`config.mk`:
```
export PLATFORM = sky130hd
export DESIGN_NAME = i2c_master_sequencer
export DESIGN_NICKNAME = d
export VERILOG_FILES = /design/src/rtl/i2c_seq_pkg.sv /design/src/rtl/i2c_bit_timer.sv /design/src/rtl/i2c_master_sequencer.sv
export SDC_FILE = /design/constraint.sdc
export NUM_CORES = 1
export LEC_CHECK = 0
export ABC_AREA = 1
export BUFFER_PORTS_ARGS = -buffer_cell sky130_fd_sc_hd__buf_2
export CORE_MARGIN = 2
export CORE_UTILIZATION = 42
export DETAILED_ROUTE_END_ITERATION = 6
export GPL_TIMING_DRIVEN = 0
export PLACE_DENSITY = 0.67
export SKIP_CTS_REPAIR_TIMING = 1
export SLEW_MARGIN = 15
export SYNTH_ARGS = -nofsm -noshare
export SYNTH_HDL_FRONTEND = slang
export SYNTH_SLANG_ARGS = --single-unit
```
`constraint.sdc`:
```
create_clock -name clock -period 4.66 [get_ports clock]
set_clock_uncertainty 0.1 [all_clocks]
set_input_delay 0 -clock clock [delete_from_list [all_inputs] [get_ports clock]]
set_output_delay 0 -clock clock [all_outputs]
set_load 0.02 [all_outputs]
```
`src/rtl/i2c_seq_pkg.sv`:
```
// i2c_seq_pkg: shared types and constants for the I2C master sequencer.
//   state_t           - sequencer FSM states
//   *_DEF             - default bit-slot timing (clocks)
//   ACK / NACK        - SDA levels in the acknowledge slot
//   bitrev8           - byte bit reversal, used for MSB-first ordering
package i2c_seq_pkg;

  typedef enum logic [3:0] {
    S_IDLE,
    S_START,
    S_ADDR,
    S_ADDR_ACK,
    S_WAIT_WR,
    S_WRITE,
    S_WRITE_ACK,
    S_READ,
    S_READ_ACK,
    S_STOP
  } state_t;

  localparam int unsigned LOW_CYCLES_DEF  = 5;
  localparam int unsigned HIGH_CYCLES_DEF = 5;
  localparam int unsigned SETUP_DEF       = 3;

  localparam logic ACK  = 1'b0;
  localparam logic NACK = 1'b1;

  function automatic logic [7:0] bitrev8(input logic [7:0] v);
    logic [7:0] r;
    r = '0;
    for (int unsigned i = 0; i < 8; i++) r[i] = v[7-i];
    return r;
  endfunction

endpackage

```
`src/rtl/i2c_bit_timer.sv`:
```
// i2c_bit_timer: bit-slot counter for the I2C master sequencer.
// A slot runs LOW_CYCLES clocks with SCL low, then HIGH_CYCLES with SCL high.
//   clock, reset   - system clock, async active-low reset
//   i_load         - load the counter instead of counting (holds while asserted)
//   i_load_hi      - load value: 1 = start of high phase, 0 = start of slot
//   o_scl          - registered SCL level
//   o_setup        - last cycle before the SDA update point
//   o_sample       - SDA sample cycle
//   o_pre_end      - second-to-last cycle of the slot
//   o_end          - last cycle of the slot
module i2c_bit_timer #(
  parameter int unsigned LOW_CYCLES  = 5,
  parameter int unsigned HIGH_CYCLES = 5,
  parameter int unsigned SETUP       = 3
) (
  input  logic clock,
  input  logic reset,
  input  logic i_load,
  input  logic i_load_hi,
  output logic o_scl,
  output logic o_setup,
  output logic o_sample,
  output logic o_pre_end,
  output logic o_end
);

  localparam int unsigned SLOT = LOW_CYCLES + HIGH_CYCLES;
  localparam int unsigned CW   = $clog2(SLOT);

  logic [CW-1:0] r_cnt;
  logic [CW-1:0] w_nxt;
  logic          r_scl;

  always_comb begin
    w_nxt = r_cnt;
    if (i_load)
      w_nxt = i_load_hi ? CW'(LOW_CYCLES) : '0;
    else if (r_cnt == CW'(SLOT - 1))
      w_nxt = '0;
    else
      w_nxt = r_cnt + CW'(1);
  end

  // SCL is registered from the next count so it lines up with r_cnt.
  always_ff @(posedge clock or negedge reset) begin
    if (!reset) begin
      r_cnt <= CW'(LOW_CYCLES);
      r_scl <= 1'b1;
    end else begin
      r_cnt <= w_nxt;
      r_scl <= (w_nxt >= CW'(LOW_CYCLES));
    end
  end

  // SDA is registered in the top, so the update is requested one cycle early.
  assign o_setup   = (r_cnt == CW'(SETUP - 1));
  assign o_sample  = (r_cnt == CW'(LOW_CYCLES + HIGH_CYCLES / 2));
  assign o_pre_end = (r_cnt == CW'(SLOT - 2));
  assign o_end     = (r_cnt == CW'(SLOT - 1));
  assign o_scl     = r_scl;

endmodule

```
`src/rtl/i2c_master_sequencer.sv`:
```
// i2c_master_sequencer: I2C bus master. Sequences START, address + R/W,
// ACK checks, data bytes and STOP for one request.
//   clock, reset          - system clock, async active-low reset
//   start/addr/rw/nbytes  - request (sampled in IDLE only)
//   wr_data/wr_valid      - write byte handshake (wr_ready out)
//   rd_data/rd_valid      - received byte and one-cycle strobe
//   busy/done/nack        - status
//   SCL/SDA_out/SDA_in    - bus pins (SDA_out 1 = release)
module i2c_master_sequencer
  import i2c_seq_pkg::*;
#(
  parameter int unsigned LOW_CYCLES  = LOW_CYCLES_DEF,
  parameter int unsigned HIGH_CYCLES = HIGH_CYCLES_DEF,
  parameter int unsigned SETUP       = SETUP_DEF,
  parameter int unsigned MSB_FIRST   = 0
) (
  input  logic       clock,
  input  logic       reset,
  input  logic       start,
  input  logic [6:0] addr,
  input  logic       rw,
  input  logic [3:0] nbytes,
  input  logic [7:0] wr_data,
  input  logic       wr_valid,
  output logic       wr_ready,
  output logic [7:0] rd_data,
  output logic       rd_valid,
  output logic       busy,
  output logic       done,
  output logic       nack,
  output logic       SCL,
  output logic       SDA_out,
  input  logic       SDA_in
);

  state_t     r_state;
  logic       r_phase;
  logic [2:0] r_bit;
  logic [7:0] r_sh;
  logic [3:0] r_bytes;
  logic       r_rw;
  logic       r_ack;
  logic       r_sda;
  logic       r_busy;
  logic       r_done;
  logic       r_nack;
  logic       r_wr_ready;
  logic       r_rd_valid;
  logic [7:0] r_rd_data;

  logic w_load, w_load_hi;
  logic w_scl, w_setup, w_sample, w_pre_end, w_end;

  // Timer is parked at the high phase in IDLE and between START/STOP halves,
  // and held at slot start while stretching in WAIT_WR.
  assign w_load = (r_state == S_IDLE) || (r_state == S_WAIT_WR) ||
                  (w_end && ((r_state == S_STOP) ||
                             (r_state == S_START && !r_phase)));
  assign w_load_hi = (r_state != S_WAIT_WR);

  i2c_bit_timer #(
    .LOW_CYCLES (LOW_CYCLES),
    .HIGH_CYCLES(HIGH_CYCLES),
    .SETUP      (SETUP)
  ) u_timer (
    .clock    (clock),
    .reset    (reset),
    .i_load   (w_load),
    .i_load_hi(w_load_hi),
    .o_scl    (w_scl),
    .o_setup  (w_setup),
    .o_sample (w_sample),
    .o_pre_end(w_pre_end),
    .o_end    (w_end)
  );

  // Shift register always transmits bit 0; MSB-first order is handled at load.
  function automatic logic [7:0] tx_frame(input logic [7:0] b);
    return (MSB_FIRST != 0) ? bitrev8(b) : b;
  endfunction

  always_ff @(posedge clock or negedge reset) begin
    if (!reset) begin
      r_state    <= S_IDLE;
      r_phase    <= 1'b0;
      r_bit      <= '0;
      r_sh       <= '0;
      r_bytes    <= '0;
      r_rw       <= 1'b0;
      r_ack      <= NACK;
      r_sda      <= 1'b1;
      r_busy     <= 1'b0;
      r_done     <= 1'b0;
      r_nack     <= 1'b0;
      r_wr_ready <= 1'b0;
      r_rd_valid <= 1'b0;
      r_rd_data  <= '0;
    end else begin
      r_done     <= 1'b0;
      r_rd_valid <= 1'b0;
      case (r_state)
        S_IDLE: begin
          r_sda <= 1'b1;
          if (start) begin
            r_sh    <= (MSB_FIRST != 0) ? bitrev8({addr, rw}) : {rw, addr};
            r_rw    <= rw;
            r_bytes <= nbytes;
            r_nack  <= 1'b0;
            r_busy  <= 1'b1;
            r_phase <= 1'b0;
            r_bit   <= '0;
            r_state <= S_START;
          end
        end
        S_START: begin
          if (w_end) begin
            if (!r_phase) begin
              r_phase <= 1'b1;
              r_sda   <= 1'b0;
            end else begin
              r_phase <= 1'b0;
              r_state <= S_ADDR;
            end
          end
        end
        S_ADDR, S_WRITE: begin
          if (w_setup) begin
            r_sda <= r_sh[0];
            r_sh  <= {1'b0, r_sh[7:1]};
          end
          if (w_end) begin
            if (r_bit == 3'd7) begin
              r_bit   <= '0;
              r_state <= (r_state == S_ADDR) ? S_ADDR_ACK : S_WRITE_ACK;
            end else begin
              r_bit <= r_bit + 3'd1;
            end
          end
        end
        S_ADDR_ACK, S_WRITE_ACK: begin
          if (w_setup)  r_sda <= NACK;
          if (w_sample) r_ack <= SDA_in;
          if (w_end) begin
            if (r_ack == NACK) begin
              r_nack  <= 1'b1;
              r_state <= S_STOP;
            end else if (r_state == S_ADDR_ACK) begin
              if (r_bytes == 4'd0) begin
                r_state <= S_STOP;
              end else if (r_rw) begin
                r_state <= S_READ;
              end else begin
                r_wr_ready <= 1'b1;
                r_state    <= S_WAIT_WR;
              end
            end else begin
              r_bytes <= r_bytes - 4'd1;
              if (r_bytes == 4'd1) begin
                r_state <= S_STOP;
              end else begin
                r_wr_ready <= 1'b1;
                r_state    <= S_WAIT_WR;
              end
            end
          end
        end
        S_WAIT_WR: begin
          if (wr_valid && r_wr_ready) begin
            r_sh       <= tx_frame(wr_data);
            r_wr_ready <= 1'b0;
            r_state    <= S_WRITE;
          end
        end
        S_READ: begin
          if (w_setup) r_sda <= NACK;
          if (w_sample) begin
            if (MSB_FIRST != 0) r_sh <= {r_sh[6:0], SDA_in};
            else                r_sh <= {SDA_in, r_sh[7:1]};
          end
          if (w_end) begin
            if (r_bit == 3'd7) begin
              r_bit      <= '0;
              r_rd_data  <= r_sh;
              r_rd_valid <= 1'b1;
              r_state    <= S_READ_ACK;
            end else begin
              r_bit <= r_bit + 3'd1;
            end
          end
        end
        S_READ_ACK: begin
          if (w_setup) r_sda <= (r_bytes == 4'd1) ? NACK : ACK;
          if (w_end) begin
            r_bytes <= r_bytes - 4'd1;
            r_state <= (r_bytes == 4'd1) ? S_STOP : S_READ;
          end
        end
        S_STOP: begin
          if (!r_phase) begin
            if (w_setup) r_sda <= 1'b0;
            if (w_end) begin
              r_phase <= 1'b1;
              r_sda   <= 1'b1;
            end
          end else begin
            if (w_pre_end) r_done <= 1'b1;
            if (w_end) begin
              r_phase <= 1'b0;
              r_busy  <= 1'b0;
              r_state <= S_IDLE;
            end
          end
        end
        default: r_state <= S_IDLE;
      endcase
    end
  end

  assign SCL      = w_scl;
  assign SDA_out  = r_sda;
  assign busy     = r_busy;
  assign done     = r_done;
  assign nack     = r_nack;
  assign wr_ready = r_wr_ready;
  assign rd_valid = r_rd_valid;
  assign rd_data  = r_rd_data;

endmodule
```
# [Yosys cells after proc, flatten, opt, wreduce, memory -nomap -nowiden]
# Index checks and enable logic that the tools add are counted.
# Widths: inputs -> output; s select.
[op_classes] muxes=76 addsub=3 n_reduce_logical=33 n_lt_le_gt_ge=1 eq_ne=42
[op_table] op="$mux 4" count=24
[op_table] op="$mux 1" count=33
[op_table] op="$mux 8" count=4
[op_table] op="$ne 2x2->1 const B" count=16
[op_table] op="$pmux 4 s8" count=1
[op_table] op="$pmux 8 s4" count=1
[op_table] op="$eq 4x3->1 const B" count=5
[op_table] op="$eq 4x4->1 const B" count=4
[op_table] op="$mux 3" count=5
[op_table] op="$eq 4x2->1 const B" count=3
[op_table] op="$ne 2x1->1 const B" count=6
[op_table] op="$pmux 4 s3" count=1
[op_table] op="$reduce_and 12->1" count=1
[op_table] op="$ne 3x3->1 const B" count=3
[op_table] op="$reduce_and 3->1" count=3
[op_table] op="$eq 4x1->1 const B" count=2
[op_table] op="$logic_not 4->1" count=2
[op_table] op="$reduce_and 4->1" count=2
[op_table] op="$reduce_and 8->1" count=1
[op_table] op="$reduce_bool 2->1" count=4
[op_table] op="$reduce_and 7->1" count=1
[op_table] op="$pmux 1 s2" count=3
[op_table] op="$pmux 1 s6" count=1
[op_table] op="$pmux 3 s2" count=1
[op_table] op="other kinds (20)" count=28
[word_totals] elab_cells=171 out_inout_bits=15 reg_bits=41

# [Depth between registers and ports, before layout]
# Gate-level depths: netlist of run 1.
[logic_depth] depth_word=7 mapped_depth=10 mapped_depth_nobuf=10

# [Hierarchy]
# A second synthesis of run 1 with hierarchy kept.
[hier_totals] cells_unflattened=346 hier_area_um2=2531.2
[modules_own_cells] mod="i2c_master_sequencer" seq_area_each_um2=903.4 cells_per_inst=311 area_each_um2=2268.4 n_inst=1
[modules_own_cells] mod="i2c_bit_timer" seq_area_each_um2=128.9 cells_per_inst=35 area_each_um2=262.8 n_inst=1

# [Worst setup path before layout of run 1]
# No wires, ideal clock.
[synth_path] path_kind="reg2reg" startpoint="reg u_timer.r_cnt[0]" endpoint="reg r_bytes[0]" t_required_ns=4.432 period_less_slack_ns=1.630 path_buffers=0 arrival_time_ns=1.402 path_stages_with_launch=8 slack_ns=3.030 setup_time_ns=0.128 path_cell_list="dfstp_2 > inv_1 > nor2_1 > nand2_1 > o21ai_1 > nand2_1 > nor2_2 > o21ai_0"
[synth_via] elab_chain_len=3 elab_cells_between_ends=4 classes_between="3 x eq/ne; 1 x reduce/logical"
[synth_rtl] item="from (decl)" line="i2c_bit_timer.sv:30" text="logic [CW-1:0] r_cnt;"
[synth_rtl] item="from (signal assigned)" line="i2c_bit_timer.sv:47" text="r_cnt <= CW'(LOW_CYCLES);"
[synth_rtl] item="from (signal assigned)" line="i2c_bit_timer.sv:50" text="r_cnt <= w_nxt;"
[synth_rtl] item="$eq 4x4->1 (*)" line="i2c_bit_timer.sv:59" text="assign o_end = (r_cnt == CW'(SLOT - 1));"
[synth_rtl] item="$ne 2x2->1 (no line)"
[synth_rtl] item="$reduce_and 6->1 (no line) (*)"
[synth_rtl] item="to (signal assigned)" line="i2c_master_sequencer.sv:107" text="r_bytes <= nbytes;"
[synth_rtl] item="to (signal assigned)" line="i2c_master_sequencer.sv:157" text="r_bytes <= r_bytes - 4'd1;"
[synth_rtl] item="to (signal assigned)" line="i2c_master_sequencer.sv:194" text="r_bytes <= r_bytes - 4'd1;"
[synth_rtl] item="to (decl)" line="i2c_master_sequencer.sv:40" text="logic [3:0] r_bytes;"
# Mark *: on every way between the ends. The rest lies on a longest branch, timed or not.
# A chain may end at the register's enable or synchronous reset.

# [Worst setup path in the final report of run 1]
[layout_path] startpoint="reg r_state[2]" endpoint="reg r_sh[0]"
[layout_via] elab_chain_len=4 elab_cells_between_ends=13 classes_between="8 x eq/ne; 1 x mux; 4 x reduce/logical"
[layout_rtl] item="from (decl)" line="i2c_master_sequencer.sv:36" text="state_t r_state;"
[layout_rtl] item="from (signal assigned)" line="i2c_master_sequencer.sv:134" text="r_state <= (r_state == S_ADDR) ? S_ADDR_ACK : S_WRITE_ACK;"
[layout_rtl] item="from (signal assigned)" line="i2c_master_sequencer.sv:195" text="r_state <= (r_bytes == 4'd1) ? S_STOP : S_READ;"
[layout_rtl] item="$eq 4x2->1 / $eq 4x3->1 (equally long branches)" line="i2c_master_sequencer.sv:101" text="case (r_state)"
[layout_rtl] item="$reduce_or 2->1" line="i2c_master_sequencer.sv:101"
[layout_rtl] item="$ne 2x1->1 (no line) / $reduce_bool 4->1 (equally long branches)"
[layout_rtl] item="$reduce_and 5->1 (no line)"
[layout_rtl] item="to (signal assigned)" line="i2c_master_sequencer.sv:105" text="r_sh <= (MSB_FIRST != 0) ? bitrev8({addr, rw}) : {rw, addr};"
[layout_rtl] item="to (signal assigned)" line="i2c_master_sequencer.sv:129" text="r_sh <= {1'b0, r_sh[7:1]};"
[layout_rtl] item="to (signal assigned)" line="i2c_master_sequencer.sv:169" text="r_sh <= tx_frame(wr_data);"
[layout_rtl] item="to (decl)" line="i2c_master_sequencer.sv:39" text="logic [7:0] r_sh;"
# Parallel ways exist; a longest one is shown, timed or not.

==> flow_summary_export.csv, run 1 <==
group,metric,value,unit
setup_path,critPathCaptureType,"register",
synth,synthArstFlopShare,100,%
global_route,grt_first_pass_wirelength,9980,um
synth,ys_top_cells_by_area,"dfrtp_1 36%, nand2_1 25%, nand3_1 6.2%",
placement,io_buffers,39,
setup_path,arrival,2.58,ns
job,maxCapViolations,0,
clock_tree,clk_pin_slew,0.08,ns
floorplanning,rows,28,
timing,slew_headroom,39.7,%
clock_tree,cts_tree,"yes",
layout,design_area,0.00313,mm2
global_route,grt_pass1_vias,2216,
setup_path,worst_setup_path_start_kind,"register",
synth,synth.most_common_cell,"nand2_1",
pwr,p_per_area,640,mW/mm2
timing,worst-slew-pin-transition,0.905,ns
floorplanning,fp.dieH,81.4,um
global_route,grt_util_all_layers,19.9,%
placement,post-dp-hpwl,4710,um
timing,setup_viol,0,
synth,synth_top_area_share,35.8,%
timing,fmax,410,MHz
synth,ys.flop_type,"dfrtp_1",
synth,ys_ff_latch,41,
drt,ant_nets,0,
clock_tree,numCtsBuffers,5,
floorplanning,die_x,81.4,um
clock_tree,clock_latency,0.30,ns
pwr,ir_drop,0.000278,V
layout,final_util,53.5,%
layout,drive_above_1_share,16.9,%
setup_path,cp.required,4.81,ns
synth,synth-edff-count,0,
clock_tree,cts_sinks,41,
pwr,leakage,1.76,nW
synth,seq_area_frac_synth,41.0,%
global_route,grt_max_degree,42,
clock_tree,clk_root_buffer_cell,"clkbuf_8",
drt,drtPass1Iterations,5,
status,violations,"hold timing",
synth,yosys_warnings,0,
timing,finalMaxSlewViolations,0,
synth,syn_nets,394,
global_route,antenna_found_initial,0,
timing,rsz0062_at_grt,"false",
setup_path,path_max_fanout,10,
placement,placed_area,0.00281,mm2
drt,wire_per_inst,12.8,um
drt,wirelength,6520,um
floorplanning,core,0.00585,mm2
floorplanning,die_area,0.00663,mm2
layout,area_growth,24.4,%
status,outcome,"finished with violations",
synth,ys_types,29,
drt,via_count,2563,
drt,viasPerCell,5.05,
pwr,fin_total_pwr,2.00,mW
timing,fin_crit_sh,52.3,%
placement,gp_congestion,0.946,
timing,min_period,2.44,ns
synth,ys_top_cells_by_count,"170 x nand2_1, 36 x dfrtp_1, 32 x nor2_1",
floorplanning,pin_count,40,
layout,nets,461,
drt,drc,0,
timing,hold_slack,-0.0657,ns
setup_path,path_class,"reg2reg",
global_route,overflow,0,
min_path,min_path_type,"in2reg",
layout,diodes,0,
clock_tree,clock_path_buffers,2,
drt,initialDrtViolationCount,199,
synth,avgSynthCellArea,6.90,um2
floorplanning,start_util,43.0,%
timing,finalHoldViolCount,2,
timing,setup_tns,0,ns
synth,yosysTopAreaCell,"dfrtp_1",
synth,postSynthCellCount,365,
clock_tree,htree_levels,2,
synth,syn_area,0.00252,mm2
==> cells in the final DEF, fill, tap and decap left out, types with 2 or more instances in the layout <==
master,Yosys,layout
nand2_1,170,170
buf_2,0,39
dfrtp_1,36,36
nor2_1,32,32
nand3_1,31,31
inv_1,30,30
dlygate4sd3_1,0,21
o21ai_0,13,13
a21oi_1,6,6
dfstp_2,5,5
clkbuf_8,0,5
nor2_4,4,4
nand2_2,4,4
nand4_1,4,4
ha_1,4,4
inv_2,3,3
xor2_1,3,3
nand3b_1,3,3
nor3_4,2,2
nor2_2,2,2
o211ai_1,2,2
==> registers in the layout, summed over array words and instances, names as in the netlist, 3 cells and up <==
register	cells
rd_data	8
r_state	4
r_bit	3
r_bytes	4
r_sh	8
u_timer.r_cnt	4
==> area by class of cell <==
cell class | count | area, um2
multi-input combinational | 290 | 1350
timing repair buffer | 60 | 405
sequential | 41 | 1030
tap | 75 | 93.8
fill | 562 | 2720
inverter | 33 | 124
buffer | 1 | 7.51
clock inverter | 3 | 46.3
clock buffer | 5 | 68.8
==> power by group <==
part	leakage, nW	total, mW	switching, mW	internal [mW]
clock network	0.0543	0.290	0.130	0.160
registers	0.522	0.599	0.102	0.497
logic	1.18	1.12	0.721	0.395
==> cell families after synthesis <==
| logic type | Yosys count | synth area share [%] |
|---|---|---|
| xor gates and xnor gates | 3 | 1.04 |
| and+or+nand+nor | 257 | 44.5 |
| adders and majority gates | 4 | 1.99 |
| buffers and inverters | 34 | 5.22 |
| DFF | 41 | 41.0 |
| AOI/OAI and AO/OA | 26 | 6.21 |
==> critical path, cell delays in order (launching register included) <==
cell and delay, ns:
dfrtp_1 0.46, nor2_1 0.33, nand2_1 0.23, nand3_4 0.20, buf_4 0.21, nand2_1 0.09
nand3_1 0.08, dlygate4sd3_1 0.56, nand2_1 0.06, nand2_1 0.07
==> final timing paths <==
| check | cells past startpoint | from | slack (ns) | endpoint |
|---|---|---|---|---|
| max | 9 | r_state[2] | 2.22 | r_sh[0] |
| min | 5 | nbytes[2] | -0.07 | r_bytes[2] |
| max reg2reg | 9 | r_state[2] | 2.22 | r_sh[0] |
| min reg2reg | 2 | SDA_out | 0.37 | SDA_out |
| max in group asynchronous | 2 | reset | 3.63 | r_state[2] |
| min in group asynchronous | 2 | reset | 0.26 | rd_data[6] |
==> routing by layer <==
metal / global-route usage [%] / wire (um) / up-vias
met1: 27.6 / 2990 / 1179
li1: - / - / 1286
met5: 0 / 0 / -
met2: 31.4 / 2990 / 86
met4: 6.27 / 109 / 0
met3: 3.74 / 426 / 12
==> metrics by stage <==
stage | setup WS (ns) | cells | hold WS [ns]
after floorplan | 3.03 | 365 | -0.396
after global routing | 2.15 | 508 | 0.0155
after detailed placement | 2.66 | 479 | 0.0893
after global placement | 2.70 | 479 | 0.0793
final | 2.22 | 508 | -0.0657
after CTS | 2.64 | 487 | -0.245
No activity file was read; power rests on OpenSTA's default activity.
==> inputs of run 2 (changes only) <==
--- a/config.mk
+++ b/config.mk
@@ -11,7 +11,7 @@
 export CORE_UTILIZATION = 42
 export DETAILED_ROUTE_END_ITERATION = 6
 export GPL_TIMING_DRIVEN = 0
-export PLACE_DENSITY = 0.67
+export PLACE_DENSITY = 0.7
 export SKIP_CTS_REPAIR_TIMING = 1
 export SLEW_MARGIN = 15
 export SYNTH_ARGS = -nofsm -noshare
==> constraint.sdc (replaced) <==
create_clock -name clock -period 2.2 [get_ports clock]
set_clock_uncertainty 0.1 [all_clocks]
set_input_delay 0 -clock clock [delete_from_list [all_inputs] [get_ports clock]]
set_output_delay 0 -clock clock [all_outputs]
set_load 0.02 [all_outputs]
==> run 2 against run 1 <==
Effect of this change:
- the run still ends with hold timing left
- critical path depth rose by 1
- global-route usage decreased by 1.0 points
- via count down 0.74%
- setup slack worse by 2.1 ns
==> flow_summary_export.csv, run 2 (same netlist as run 1, synthesis figures left out) <==
group,metric,value,unit
status,outcome,"finished with violations",
status,violations,"hold timing",
timing,slew_headroom,40.5,%
drt,drc,0,
timing,setup_tns,0,ns
setup_path,r2r_end,"r_state[0]",
timing,fin_crit_sh,93.9,%
timing,finalHoldViolCount,3,
drt,wire_per_inst,12.5,um
drt,wirelength,6320,um
placement,placed_area,0.00281,mm2
clock_tree,cts_tree,"yes",
clock_tree,numCtsBuffers,5,
job,maxCapViolations,0,
drt,viasPerCell,5.02,
floorplanning,fp.dieH,81.4,um
pwr,ir_drop,0.000485,V
setup_path,path_class,"reg2reg",
clock_tree,cts_sinks,41,
setup_path,reg2reg_setup_slack,0.13,ns
layout,area_growth,23.0,%
floorplanning,start_util,43.0,%
layout,drive_above_1_share,17.1,%
clock_tree,clock_latency,0.30,ns
setup_path,crit_start,"u_timer.r_cnt[0]",
layout,instances_no_fill,507,
setup_path,path_max_fanout,9,
placement,gp_congestion,1.02,
drt,via_count,2544,
layout,nets,460,
timing,fmax,484,MHz
min_path,hold_end,"r_bytes[1]",
setup_path,arrival,2.21,ns
timing,hold_slack,-0.0479,ns
placement,io_buffers,39,
global_route,antenna_found_initial,0,
layout,diodes,0,
timing,min_period,2.07,ns
setup_path,worst_setup_path_start_kind,"register",
min_path,hold_depth,5,
clock_tree,clock_path_buffers,2,
drt,drtPass1Iterations,4,
placement,place_inst,479,
timing,setup_viol,0,
setup_path,critPathCaptureType,"register",
floorplanning,core,0.00585,mm2
floorplanning,rows,28,
pwr,leakage,1.74,nW
global_route,grt_max_degree,42,
setup_path,r2r_start,"u_timer.r_cnt[0]",
timing,rsz0062_at_grt,"false",
floorplanning,pin_count,40,
layout,fill_cells,551,
global_route,grt_pass1_vias,2173,
timing,finalMaxSlewViolations,0,
placement,place_ws,0.222,ns
floorplanning,die_area,0.00663,mm2
min_path,min_from,"nbytes[1]",
drt,ant_nets,0,
clock_tree,htree_levels,2,
global_route,overflow,0,
global_route,grt_first_pass_wirelength,9790,um
layout,mostFrequentLayoutCell,"nand2_1",
min_path,min_path_type,"in2reg",
layout,layout_common_cells,"170 x nand2_1, 39 x buf_2, 36 x dfrtp_1",
timing,worst-slew-pin-transition,0.892,ns
floorplanning,die_x,81.4,um
setup_path,cp.required,2.34,ns
drt,initialDrtViolationCount,162,
setup_path,reg2reg_depth,10,
pwr,fin_total_pwr,4.03,mW
placement,post-dp-hpwl,4450,um
global_route,grt_util_all_layers,18.9,%
layout,design_area,0.00310,mm2
clock_tree,clk_root_buffer_cell,"clkbuf_8",
clock_tree,clk_pin_slew,0.08,ns
timing,worst_slack,0.134,ns
pwr,p_per_area,1300,mW/mm2
==> run 2: area by class of cell <==
class	instances	area (um2)	share of cell area (%)
multi-input combinational	290	1360	43.8
sequential	41	1030	33.3
timing repair buffer	59	395	12.8
inverter	33	124	4.00
tap	75	93.8	3.03
clock buffer	5	68.8	2.22
clock inverter	3	17.5	0.566
buffer	1	7.51	0.242
==> run 2: stage by stage <==
stage / util, % / hold WS, ns
final: 52.9 / -0.0479
after global routing: 52.9 / 0.0211
after CTS: 49.4 / -0.249
after detailed placement: 48.0 / 0.0797
after global placement: 48.0 / 0.0708
after floorplan: - / -0.396
==> run 2: how the worst max path moves through the flow <==
stage                       to  slack [ns]  cells after the start
floorplan           r_bytes[0]        0.57                      7
global placement    r_state[3]        0.24                     10
detailed placement  r_state[0]        0.22                     10
CTS                 r_state[0]        0.20                     10
global route        r_state[1]        0.02                     10
finish              r_state[0]        0.13                     10
==> run 2: where the power goes <==
| part | internal [mW] | switching [mW] | leakage (nW) |
|---|---|---|---|
| Combinational | 0.756 | 1.50 | 1.18 |
| Clock | 0.219 | 0.285 | 0.0439 |
| Sequential | 1.05 | 0.222 | 0.522 |
| Total | 2.03 | 2.00 | 1.74 |
==> run 2: critical path: stages, from the launching register on <==
cell,delay [ns]
dfstp_2,0.56
inv_1,0.07
nor2_1,0.08
nand2_1,0.28
nand2_1,0.23
nand2_1,0.09
inv_1,0.08
nand2_1,0.05
nor2_1,0.24
nand3_1,0.12
nand2_1,0.09
==> run 2: routing by layer <==
layer	GRT usage, %	up-vias	wire (um)
li1	-	1285	-
met1	26.4	1147	2870
met4	6.78	0	155
met5	0	-	0
met2	29.4	95	2960
met3	3.30	17	337
